### config.mk
export PLATFORM = sky130hd
export DESIGN_NAME = ac_stack
export DESIGN_NICKNAME = d
export VERILOG_FILES = /design/src/rtl/ac_stack.sv
export SDC_FILE = /design/constraint.sdc
export NUM_CORES = 1
export LEC_CHECK = 0
export ABC_CLOCK_PERIOD_IN_PS = 2650
export CAP_MARGIN = 10
export CORE_MARGIN = 2
export CORE_UTILIZATION = 35
export DETAILED_ROUTE_END_ITERATION = 6
export PLACE_DENSITY = 0.66
export SYNTH_ARGS = -nofsm -noshare
export SYNTH_HDL_FRONTEND = slang
export SYNTH_SLANG_ARGS = --single-unit
### constraint.sdc
create_clock -name clk -period 2.65 [get_ports clk]
set_clock_uncertainty 0.05 [all_clocks]
set_input_delay 0.53 -clock clk [delete_from_list [all_inputs] [get_ports clk]]
set_output_delay 0.53 -clock clk [all_outputs]
set_load 0.005 [all_outputs]
### src/rtl/ac_stack.sv
// Accumulator register with carry/zero flags and a DEPTH-entry save/restore LIFO.
// Every output is registered; all ops take effect on the rising edge after they are sampled.
module ac_stack #(
    parameter int unsigned WIDTH = 8,
    parameter int unsigned DEPTH = 4,
    localparam int unsigned CNT_W = $clog2(DEPTH + 1)
) (
    input  logic             clk,
    input  logic             rst,
    input  logic             en,
    input  logic [2:0]       op,
    input  logic [WIDTH-1:0] Data_in,
    output logic [WIDTH-1:0] Data_out,
    output logic             carry,
    output logic             zero,
    output logic [CNT_W-1:0] depth_cnt,
    output logic             full,
    output logic             empty,
    output logic             err
);

    localparam int unsigned IDX_W = (DEPTH > 1) ? $clog2(DEPTH) : 1;

    typedef enum logic [2:0] {
        OpNop   = 3'b000,
        OpLoad  = 3'b001,
        OpClear = 3'b010,
        OpInc   = 3'b011,
        OpAdd   = 3'b100,
        OpPush  = 3'b101,
        OpPop   = 3'b110,
        OpSwap  = 3'b111
    } op_e;

    logic [WIDTH-1:0] ac_q, ac_d;
    logic             carry_q, carry_d;
    logic             zero_q;
    logic             err_q, err_d;
    logic [CNT_W-1:0] cnt_q, cnt_d;
    logic [WIDTH-1:0] stack_q [DEPTH];

    logic             full_w, empty_w;
    logic [IDX_W-1:0] push_idx, top_idx;
    logic [WIDTH-1:0] operand;
    logic [WIDTH:0]   sum;
    logic             stack_we;
    logic [IDX_W-1:0] stack_widx;

    assign full_w   = (cnt_q == CNT_W'(DEPTH));
    assign empty_w  = (cnt_q == '0);
    assign push_idx = IDX_W'(cnt_q);
    assign top_idx  = IDX_W'(cnt_q - CNT_W'(1));
    assign operand  = (op_e'(op) == OpInc) ? WIDTH'(1) : Data_in;
    assign sum      = {1'b0, ac_q} + {1'b0, operand};

    always_comb begin
        ac_d       = ac_q;
        carry_d    = carry_q;
        cnt_d      = cnt_q;
        err_d      = 1'b0;
        stack_we   = 1'b0;
        stack_widx = push_idx;
        if (en) begin
            unique case (op_e'(op))
                OpNop:   ;
                OpLoad:  ac_d = Data_in;
                OpClear: begin
                    ac_d    = '0;
                    carry_d = 1'b0;
                end
                OpInc, OpAdd: {carry_d, ac_d} = sum;
                OpPush: begin
                    if (full_w) begin
                        err_d = 1'b1;
                    end else begin
                        stack_we = 1'b1;
                        cnt_d    = cnt_q + CNT_W'(1);
                    end
                end
                OpPop: begin
                    if (empty_w) begin
                        err_d = 1'b1;
                    end else begin
                        ac_d  = stack_q[top_idx];
                        cnt_d = cnt_q - CNT_W'(1);
                    end
                end
                OpSwap: begin
                    if (empty_w) begin
                        err_d = 1'b1;
                    end else begin
                        ac_d       = stack_q[top_idx];
                        stack_we   = 1'b1;
                        stack_widx = top_idx;
                    end
                end
            endcase
        end
    end

    always_ff @(posedge clk) begin
        if (rst) begin
            ac_q    <= '0;
            carry_q <= 1'b0;
            zero_q  <= 1'b1;
            cnt_q   <= '0;
            err_q   <= 1'b0;
        end else begin
            ac_q    <= ac_d;
            carry_q <= carry_d;
            zero_q  <= (ac_d == '0);
            cnt_q   <= cnt_d;
            err_q   <= err_d;
        end
    end

    // Storage is not reset; depth_cnt alone decides which entries are live.
    always_ff @(posedge clk) begin
        if (!rst && stack_we) begin
            stack_q[stack_widx] <= ac_q;
        end
    end

    assign Data_out  = ac_q;
    assign carry     = carry_q;
    assign zero      = zero_q;
    assign depth_cnt = cnt_q;
    assign full      = full_w;
    assign empty     = empty_w;
    assign err       = err_q;

endmodule

# Word-level counts from Yosys, hierarchy flattened
# Memories as Yosys holds them, arrays and structs flattened.
# Index checks and enable logic that the tools add are counted.
# word_totals
mem_count,1
out_inout_bits,16
reg_bits,14
elab_cells,51
ramBits,32
in_bits,14
# memory_table
memory,depth,word_bits,read_ports,rd_clocked_by_memory_dff,write_ports,line,text
stack_q,4,8,1,0,1,40,logic [WIDTH-1:0] stack_q [DEPTH];
# classes
muxes,20
add_sub_neg,3
n_eq_ne,10
reduce_logical,11
bitwise_logic,1
# op_table
cell,count
case mux 8 bit (4 select lines),1
two-way mux 8 bit,3
"equality test 3 bit, second input constant",5
adder 8 x 8 -> 9 bit,1
zero test 8 bit,1
two-way mux 1 bit,7
"equality test 3 x 2 -> 1 bit, second input constant",2
two-way mux 2 bit,3
two-way mux 3 bit,2
case mux 1 bit (2 select lines),3
case mux 3 bit (2 select lines),1
OR reduction 2 bit,3
"!= test 2 bit, second input constant",2
AND reduction 4 bit,1
nonzero test 2 bit,2
"adder 3 x 1 -> 3 bit, second input constant",1
"equality test 3 x 1 -> 1 bit, second input constant",1
zero test 3 bit,1
"subtractor 3 x 1 -> 3 bit, second input constant",1
AND reduction 2 bit,1
logical AND 1 bit,1
zero test 1 bit,1
inverter 1 bit,1

# Longest topological paths before layout
# Gate-level depths: netlist of run 1.
# logic_depth
ltp_word,7
ltp_mapped,12
depth_no_buf,11

# Worst setup path after synthesis of run 1
# OpenSTA, ideal clock, no wires.
# synth_path
kind,input -> register
startpoint,input port op[0]
endpoint,register zero_q (netlist: zero)
required_ns,2.504
slack_ns,-0.160
setup_time_ns,0.096
n_path_buf,1
arrival_time_ns,2.664
stages,12
path_cell_list,buf_6 nor2b_2 nand2_1 nand2b_1 ha_1 fa_1 xor2_1 a22oi_1 nand2_1 nor4_2 o221ai_1 o41ai_2
# synth_via
elab_chain_len,6
word_cells_on_any_way,13
cone_classes,add/sub: 1; eq/ne: 6; mux: 3; reduce/logical: 3
# synth_rtl
element,line,text
from (decl),11,"input logic [2:0] op,"
equality test 3 x 2 -> 1 bit,"53, 64",
two-way mux 8 bit,53,assign operand = (op_e'(op) == OpInc) ? WIDTH'(1) : Data_in;
adder 8 x 8 -> 9 bit,54,"assign sum = {1'b0, ac_q} + {1'b0, operand};"
case mux 8 bit (4 select lines) *,64,unique case (op_e'(op))
two-way mux 8 bit *,63,if (en) begin
zero test 8 bit *,111,zero_q <= (ac_d == '0);
to (signal assigned),111,
to (decl),37,logic zero_q;
# Every way passes the cells marked *; elsewhere a longest branch is shown, timed or not.
# A chain may end at the register's enable or synchronous reset.

# Worst setup path in the final report of run 1
# layout_path
startpoint,input port op[2]
endpoint,register zero_q (netlist: zero)
# The elaborated chain is that of the path after synthesis.

==> impl_summary.md, run 1 <==
Die
The vertical die dimension is 89.7 um. The width of the die is 89.7 um. In this run the core area contains 31 standard-cell rows. The floorplan step defined a die boundary enclosing a little over 8000 um2.

Pin placement for this block handled 30 I/O pins. The floorplan step defined a core boundary enclosing 7180 um2. The starting utilization of the core area is 35.8%.

Place
The total placed instance area is about 3300 um2. Routability-driven placement finished with a final weighted congestion of 0.921. The cell count after placement is 384. After legalization and detailed placement, the total HPWL measured 4870 um.

In this run the tool buffered the top-level ports with 29 buffer cells.

Synth
After synthesis, the share of cell area in mux cells is between 8 and 9%. The average instance area after synthesis is 11.9 um2. In the synthesized netlist the async set-or-reset flop fraction comes to 0%. The number of different library cells used by synthesis comes to 56.

Synthesis produced roughly 220 cells. The simple logic cell fraction of the synthesized area is 15.3%. The register area share after synthesis is 48.3%. Yosys printed 0 warnings. Synthesis inferred 46 register bits.

The number of flops mapped to enable cells by yosys is 32. The most used flip-flop cell after synthesis is sky130_fd_sc_hd__edfxtp_1. After synthesis the cells add up to 2570 um2. The synthesized netlist devotes 3.41% of its cell area to XOR and XNOR gates. The dominant combinational cell family by area after synthesis is simple AND/OR/NAND/NOR gates. The adder and majority gate portion of the synthesized area is 6.14%. The number of nets in the synthesized netlist is around 240. The fraction of the mapped netlist area in compound gates is approximately 15%.

STA
The max-slew violation count was 0. At the pin with the least slew margin, the transition time is about 0.5 ns. Setup violations remaining at the end of the flow were counted as 0. The minimum period implied by the final worst setup slack is 2.53 ns.

The upper clock frequency limit is between 0.3 and 0.4 GHz. The hold violation total from the final report is 0. The fraction of the cycle the final worst path needs is 95.5%. The worst relative slew slack is 66.8%.

Hold path
The classification of the worst-slack hold path is reg2reg. Along the worst hold path, the cell count comes to 2. The worst hold path begins at carry.

The sink of the worst hold path is carry.

Setup path
STA puts the critical path data arrival time at between 2 and 3 ns. The setup slack of the worst register-to-register path is 0.28 ns. At the worst endpoint, the required time is between 2 and 3 ns. The worst setup path is launched from an input pin. The worst flop-to-flop path endpoint is zero.

The worst setup path is captured at a register. Along the worst path, the maximum fanout reaches 4. The startpoint identified for the worst register-to-register timing path is depth_cnt[0]. The critical setup path kind is in2reg. The number of cells on the worst reg-to-reg path is 7.

Finish
The synthesis-to-finish area growth is 35.9%. The leading cell type in the layout, fill and taps excluded is sky130_fd_sc_hd__buf_4. The repair_antennas step left the layout with diodes totalling 0. The post-route non-filler standard cell count is 396. In the layout the commonest cells are sky130_fd_sc_hd__buf_4 (52), sky130_fd_sc_hd__edfxtp_1 (32), sky130_fd_sc_hd__clkdlybuf4s50_1 (24).

The final non-filler cell area is approximately 3500 um2. The final layout contains 322 nets. The fraction of final layout cells sized beyond drive strength 1 is 31.6%.

Clocking
The clock drives 46 sinks. The number of hold buffers added after CTS is 0. TritonCTS built the clock tree. The number of buffers on the longest clock path is 2. The H-tree was split into 2 levels. The library cell used as clock root buffer is sky130_fd_sc_hd__clkbuf_8. After clock tree synthesis, the clock-pin slew on the worst setup and hold paths is 0.09 ns. The CTS buffer count is 5. The later pin in the worst-skew pair is clocked with a latency of 0.31 ns.

Global routing
The met3 routing resource usage after global routing is 4.57%. In the global route stage, met2 resource usage came out at 26.5%. The global routing stage identified its most utilized layer as met2.

The number of global-route vias before repair is 2,003. The global-route wire length before repair is 10,000 um. Entering global routing, the biggest net connects 16 pins. In the global route stage, met1 resource usage came out at 23.3%. The number of antenna violations at the first check in global routing is 0. Global routing used 16.9% of the available tracks across all layers.

After global routing the overflow that remains totals 0.

Drt
The remaining antenna violation count is 0. The number of DRC markers in iteration 0 is 219. The via count is 2,051. The residual DRC count is 0. Summed over all layers, the routed wires come to ~6500 um. The average wire per standard cell is 16.3 um. Dividing the detail-routed via count by the number of cells gives about 5.2. The number of detailed-routing iterations run before antenna repair is 4.

Pwr
The static leakage power is approximately 0.0013 uW. VDD sags by at most 0.000280 V. For this design the ratio of total power to cell area is 492 nW/um2.

Status
The run finished with clean final reports.

Flow run
The max-capacitance violation count is 0.
==> what timing repair did <==
action / 4_1_cts / 5_1_grt
cloned: 0 / 0
endpoints found under the setup margin: 3 / 1
setup buffers: 3 / 1
pin swaps: 7 / 7
resized for setup: 14 / 11
==> registers in the layout, summed over array words and instances (netlist names) <==
| name | cells |
|---|---|
| err | 1 |
| depth_cnt | 3 |
| Data_out | 8 |
| zero | 1 |
| carry | 1 |
| stack_q | 32 |
==> logic make-up (layout without fill, tap and decap cells) <==
family	count (synthesis)	after routing
adders and majority gates	12	12
and+or+nand+nor	75	75
xor gates and xnor gates	10	10
muxes	10	10
AOI/OAI and AO/OA	49	49
DFF	46	46
buffers and inverters	13	95
==> power by group <==
group / total, uW / internal, uW / switching [uW]
combinational: 385 / 205 / 180
sequential: 806 / 786 / 20.1
clock: 524 / 281 / 243
total: 1720 / 1270 / 443
==> layout make-up <==
class | count | area (um2)
clock buffer | 6 | 72.6
fill | 674 | 3690
clock inverter | 2 | 37.5
timing repair buffer | 82 | 688
inverter | 5 | 18.8
tap | 99 | 124
sequential | 46 | 1240
multi-input combinational | 156 | 1310
==> through the flow <==
step / hold slack [ns] / worst slack, ns / utilization (%) / TNS [ns] / power (uW)
floorplan: 0.400 / -0.0372 / - / -0.0372 / 1020
global placement: 0.394 / -0.469 / 46.0 / -4.37 / 1180
detailed placement: 0.410 / -0.567 / 46.0 / -5.04 / 1180
CTS: 0.422 / 0.00587 / 47.8 / 0 / 1700
global route: 0.456 / -0.0295 / 48.6 / -0.0295 / 1800
finish: 0.421 / 0.120 / 48.6 / 0 / 1720
==> metal layers <==
layer / vias to the layer above / routed length (um) / share of wire (%)
met1: 984 / 2820 / 44
met3: 9 / 453 / 7.0
li1: 987 / - / -
met4: 0 / 80 / 1.2
met2: 71 / 3100 / 48
met5: - / 0 / 0
==> worst max-delay path by stage <==
| stage | startpoint | to | slack, ns |
|---|---|---|---|
| finish | op[2] | zero | 0.12 |
| CTS | depth_cnt[0] | zero | 0.006 |
| detailed placement | op[0] | zero | -0.57 |
| global placement | op[0] | zero | -0.47 |
| global route | op[0] | zero | -0.03 |
| floorplan | op[0] | zero | -0.04 |
==> cell usage after synthesis, drive strengths merged (3+ instances only) <==
master / instances / share of area, %
a211oi: 6 / 1.8
a21o: 3 / 0.93
a21oi: 7 / 1.4
a221o: 3 / 1.2
a22o: 3 / 1.0
a22oi: 5 / 1.5
and2: 13 / 3.4
buf: 5 / 1.9
clkbuf: 3 / 1.2
dfxtp: 14 / 11
edfxtp: 32 / 37
ha: 11 / 5.4
inv: 5 / 0.73
mux4: 8 / 7.5
nand2: 17 / 2.5
nand2b: 4 / 0.97
nand3: 5 / 0.97
nor2: 15 / 2.2
nor3: 9 / 1.8
nor3b: 3 / 0.88
o21ai: 6 / 1.2
xnor2: 4 / 1.4
xor2: 6 / 2.0
==> critical path, stage by stage <==
cell                      delay [ns]
sky130_fd_sc_hd__buf_2          0.12
sky130_fd_sc_hd__nor2b_4        0.11
sky130_fd_sc_hd__nand2_2        0.08
sky130_fd_sc_hd__buf_4          0.14
sky130_fd_sc_hd__and2_1         0.17
sky130_fd_sc_hd__ha_1           0.34
sky130_fd_sc_hd__o21ai_1        0.11
sky130_fd_sc_hd__nor2_2         0.15
sky130_fd_sc_hd__o22ai_1        0.12
sky130_fd_sc_hd__xnor2_1        0.14
sky130_fd_sc_hd__a221o_1        0.38
sky130_fd_sc_hd__o41ai_2        0.30
Power figures use the tool's default switching activity.
==> run 2: changes to the inputs <==
--- a/config.mk
+++ b/config.mk
@@ -10,7 +10,6 @@
 export CORE_MARGIN = 2
 export CORE_UTILIZATION = 35
 export DETAILED_ROUTE_END_ITERATION = 6
-export PLACE_DENSITY = 0.66
 export SYNTH_ARGS = -nofsm -noshare
 export SYNTH_HDL_FRONTEND = slang
 export SYNTH_SLANG_ARGS = --single-unit
==> run 2 against run 1 <==
  * Sequential cell count is the same
  * Power shrank 0.77%
  * Sequential power is essentially flat
  * Setup slack lost 0.092 ns
  * Sequential share of layout area shrank 0.064 points
  * Final cell count shrank 0.25%
  * Critical path type unchanged
  * Largest cell class unchanged
  * Largest power group unchanged
  * Highest routed layer unchanged
==> impl_summary.md, run 2 (synthesis gave the netlist of run 1 again) <==
Status
The flow ran to the end, and the final reports show no timing, DRC or antenna violations.

Finish
The final antenna diode count is 0. The flip-flop count of the largest register after layout is 32. The fraction of final layout cells sized beyond drive strength 1 is a little under a third. Leaving out fill and tap cells, the most frequent cell in the layout is sky130_fd_sc_hd__buf_4. Leaving out fill and tap cells, the most frequent cells in the layout are sky130_fd_sc_hd__buf_4 (51), sky130_fd_sc_hd__edfxtp_1 (32), sky130_fd_sc_hd__clkdlybuf4s50_1 (24). The synthesis-to-finish area growth is 36.1%. Once layout is done, the placed cells without fillers occupy around 3500 um2. The largest register by flop count is stack_q. The number of fill cells is 660. The count of nets after finishing is 321. After the flow finishes, the layout carries non-filler instances totaling 395.

Drt
Before antenna repair, the detailed router went through 4 iterations. The total wire length is 6200 um. The number of DRC markers in iteration 0 is about 120. The via count is 1,995.

Dividing the detail-routed wire length by the instance count gives 15.7 um. The per-cell via count in the routed design is between 5 and 6. Once detail routing completed, the nets flagged for antenna violations numbered 0. The residual DRC count is 0.

Setup path
The endpoint identified for the worst register-to-register timing path is zero. The arrival time of the worst setup path is 2.78 ns. The worst-case reg-to-reg path depth is 7. The startpoint of the worst-slack reg-to-reg timing path is depth_cnt[1].

STA puts the critical path data required time at 2.80 ns. Tracing the worst setup path back leads to its startpoint at Data_in[0]. The worst setup path is captured at a register. The worst setup path is of the in2reg kind.

In this run the worst path has a maximum fanout of 2. The kind of launch point of the worst setup path is an input pin. The setup slack of the worst register-to-register path is 0.13 ns.

Hold path
The startpoint of the lowest-slack hold path is carry. The worst hold path belongs to the class reg2reg. The sink of the worst hold path is carry.

The number of cells on the worst hold path is 2.

Die
In this run the count of I/O pins placed on the die edge is 30. The width of the die is 89.7 um. The starting utilization of the core area is between 30% and 40%. The die covers 8040 um2. The vertical die dimension is 89.7 um. Row generation in the floorplan step produced 31 rows. The placeable core region is 7180 um2.

Global routing
For this run, the total global-route usage over all layers was measured as 16.6%. The maximum number of pins on one net before global-route repair is 16. The leftover overflow at the end of global routing is 0. The number of global-route vias before repair is 1,932. The number of antenna violations at the first check in global routing is 0. The first global-routing pass estimated 9860 um of wire.

Pwr
Combinational cells account for 22.2% of the total power. Summed over all cells, the static leakage comes to 0.00136 uW. Of the total power, the share spent switching nets is 25.3%. The internal power summed over all cells is approximately 1300 uW. The share of total power dissipated in sequential elements is a little under half. The power share of the clock group is 30.5%. The net load switching power is about 430 uW. The worst ir drop on vdd is 0.000356 V. The power density over cell area is roughly 490 nW/um2.

Clocking
Clock latency on the worst-skew pair, taken at its later pin, is 0.30 ns. The tree is rooted in a sky130_fd_sc_hd__clkbuf_8. For this design, the sink count on the clock tree is 46.

The CTS buffer count is 5. TritonCTS built the clock tree. The H-tree depth is 2. The number of hold buffers added after CTS is 0. The clock slew at the register clock pins of the worst setup and hold paths is around 0.080 ns. The longest clock path from root to sink contains 2 buffers.

STA
Setup repair after global routing could not meet its margin everywhere. The minimum period implied by the final worst setup slack is 2.62 ns. Summed over all failing endpoints, the final setup total negative slack is 0 ns. Static timing analysis puts the maximum clock frequency at 0.381 GHz.

The hold violation total from the final report is 0. The worst relative slew slack is 71.0%. The max-slew violation count is 0. Setup violations remaining at the end of the flow were counted as 0. The fraction of the cycle the final worst path needs is 98.9%.

The slew at the pin closest to its max-slew limit is 0.429 ns.

Place
The final weighted congestion of routability-driven global placement is ~0.85. The number of I/O port buffers is 29. Summing all placed instances gives a cell area of about 3300 um2. After detailed placement, the design holds a cell count of 386. The HPWL after detailed placement is 4800 um.

Flow run
Max-cap violations in this run came to 0.
run 2: metrics by stage:
step	worst slack (ns)	utilization (%)	hold WS [ns]	total power, uW
finish	0.0279	48.7	0.407	1700
global route	-0.0418	48.7	0.444	1780
CTS	0.0232	48.5	0.408	1710
detailed placement	-0.620	46.2	0.396	1180
global placement	-0.592	46.2	0.392	1180
floorplan	-0.0372	-	0.400	1020
run 2: metal layers:
metal,vias to the layer above,GRT usage [%],wire (um)
li1,982,-,-
met2,46,26.4,2910
met5,-,0,0
met4,0,3.39,29
met1,963,23.5,2990
met3,4,3.56,263
run 2: power by group through the flow:
stage | Combinational [uW] | Sequential [uW] | Clock [uW]
finish | 378 | 805 | 519
global route | 415 | 808 | 560
CTS | 377 | 805 | 526
detailed placement | 357 | 822 | 0
global placement | 355 | 821 | 0
floorplan | 195 | 821 | 0
run 2: area by class of cell:
class,instances,area (um2),share of cell area [%]
clock buffer,6,72.6,2.08
clock inverter,2,37.5,1.07
inverter,5,18.8,0.537
multi-input combinational,156,1320,37.8
sequential,46,1240,35.5
tap,99,124,3.54
timing repair buffer,81,681,19.5
run 2: what timing repair did:
item,4_1_cts,5_1_grt
endpoints found under the setup margin,4,2
pin swaps,8,2
gates resized for setup,22,4
buffers inserted,1,0
run 2: worst max-delay path by stage:
stage               endpoint  depth (start not counted)  slack, ns
detailed placement      zero                         12      -0.62
global route            zero                          9      -0.04
global placement        zero                         12      -0.59
floorplan               zero                         12      -0.04
CTS                     zero                          8       0.02
finish                  zero                          8       0.03
run 2: worst max-delay path, stage by stage:
cell,delay [ns]
sky130_fd_sc_hd__dlygate4sd2_1,0.25
sky130_fd_sc_hd__nand2b_4,0.15
sky130_fd_sc_hd__ha_4,0.16
sky130_fd_sc_hd__fa_2,0.44
sky130_fd_sc_hd__a221o_2,0.43
sky130_fd_sc_hd__nor4_4,0.30
sky130_fd_sc_hd__o221ai_2,0.16
sky130_fd_sc_hd__o41ai_2,0.36
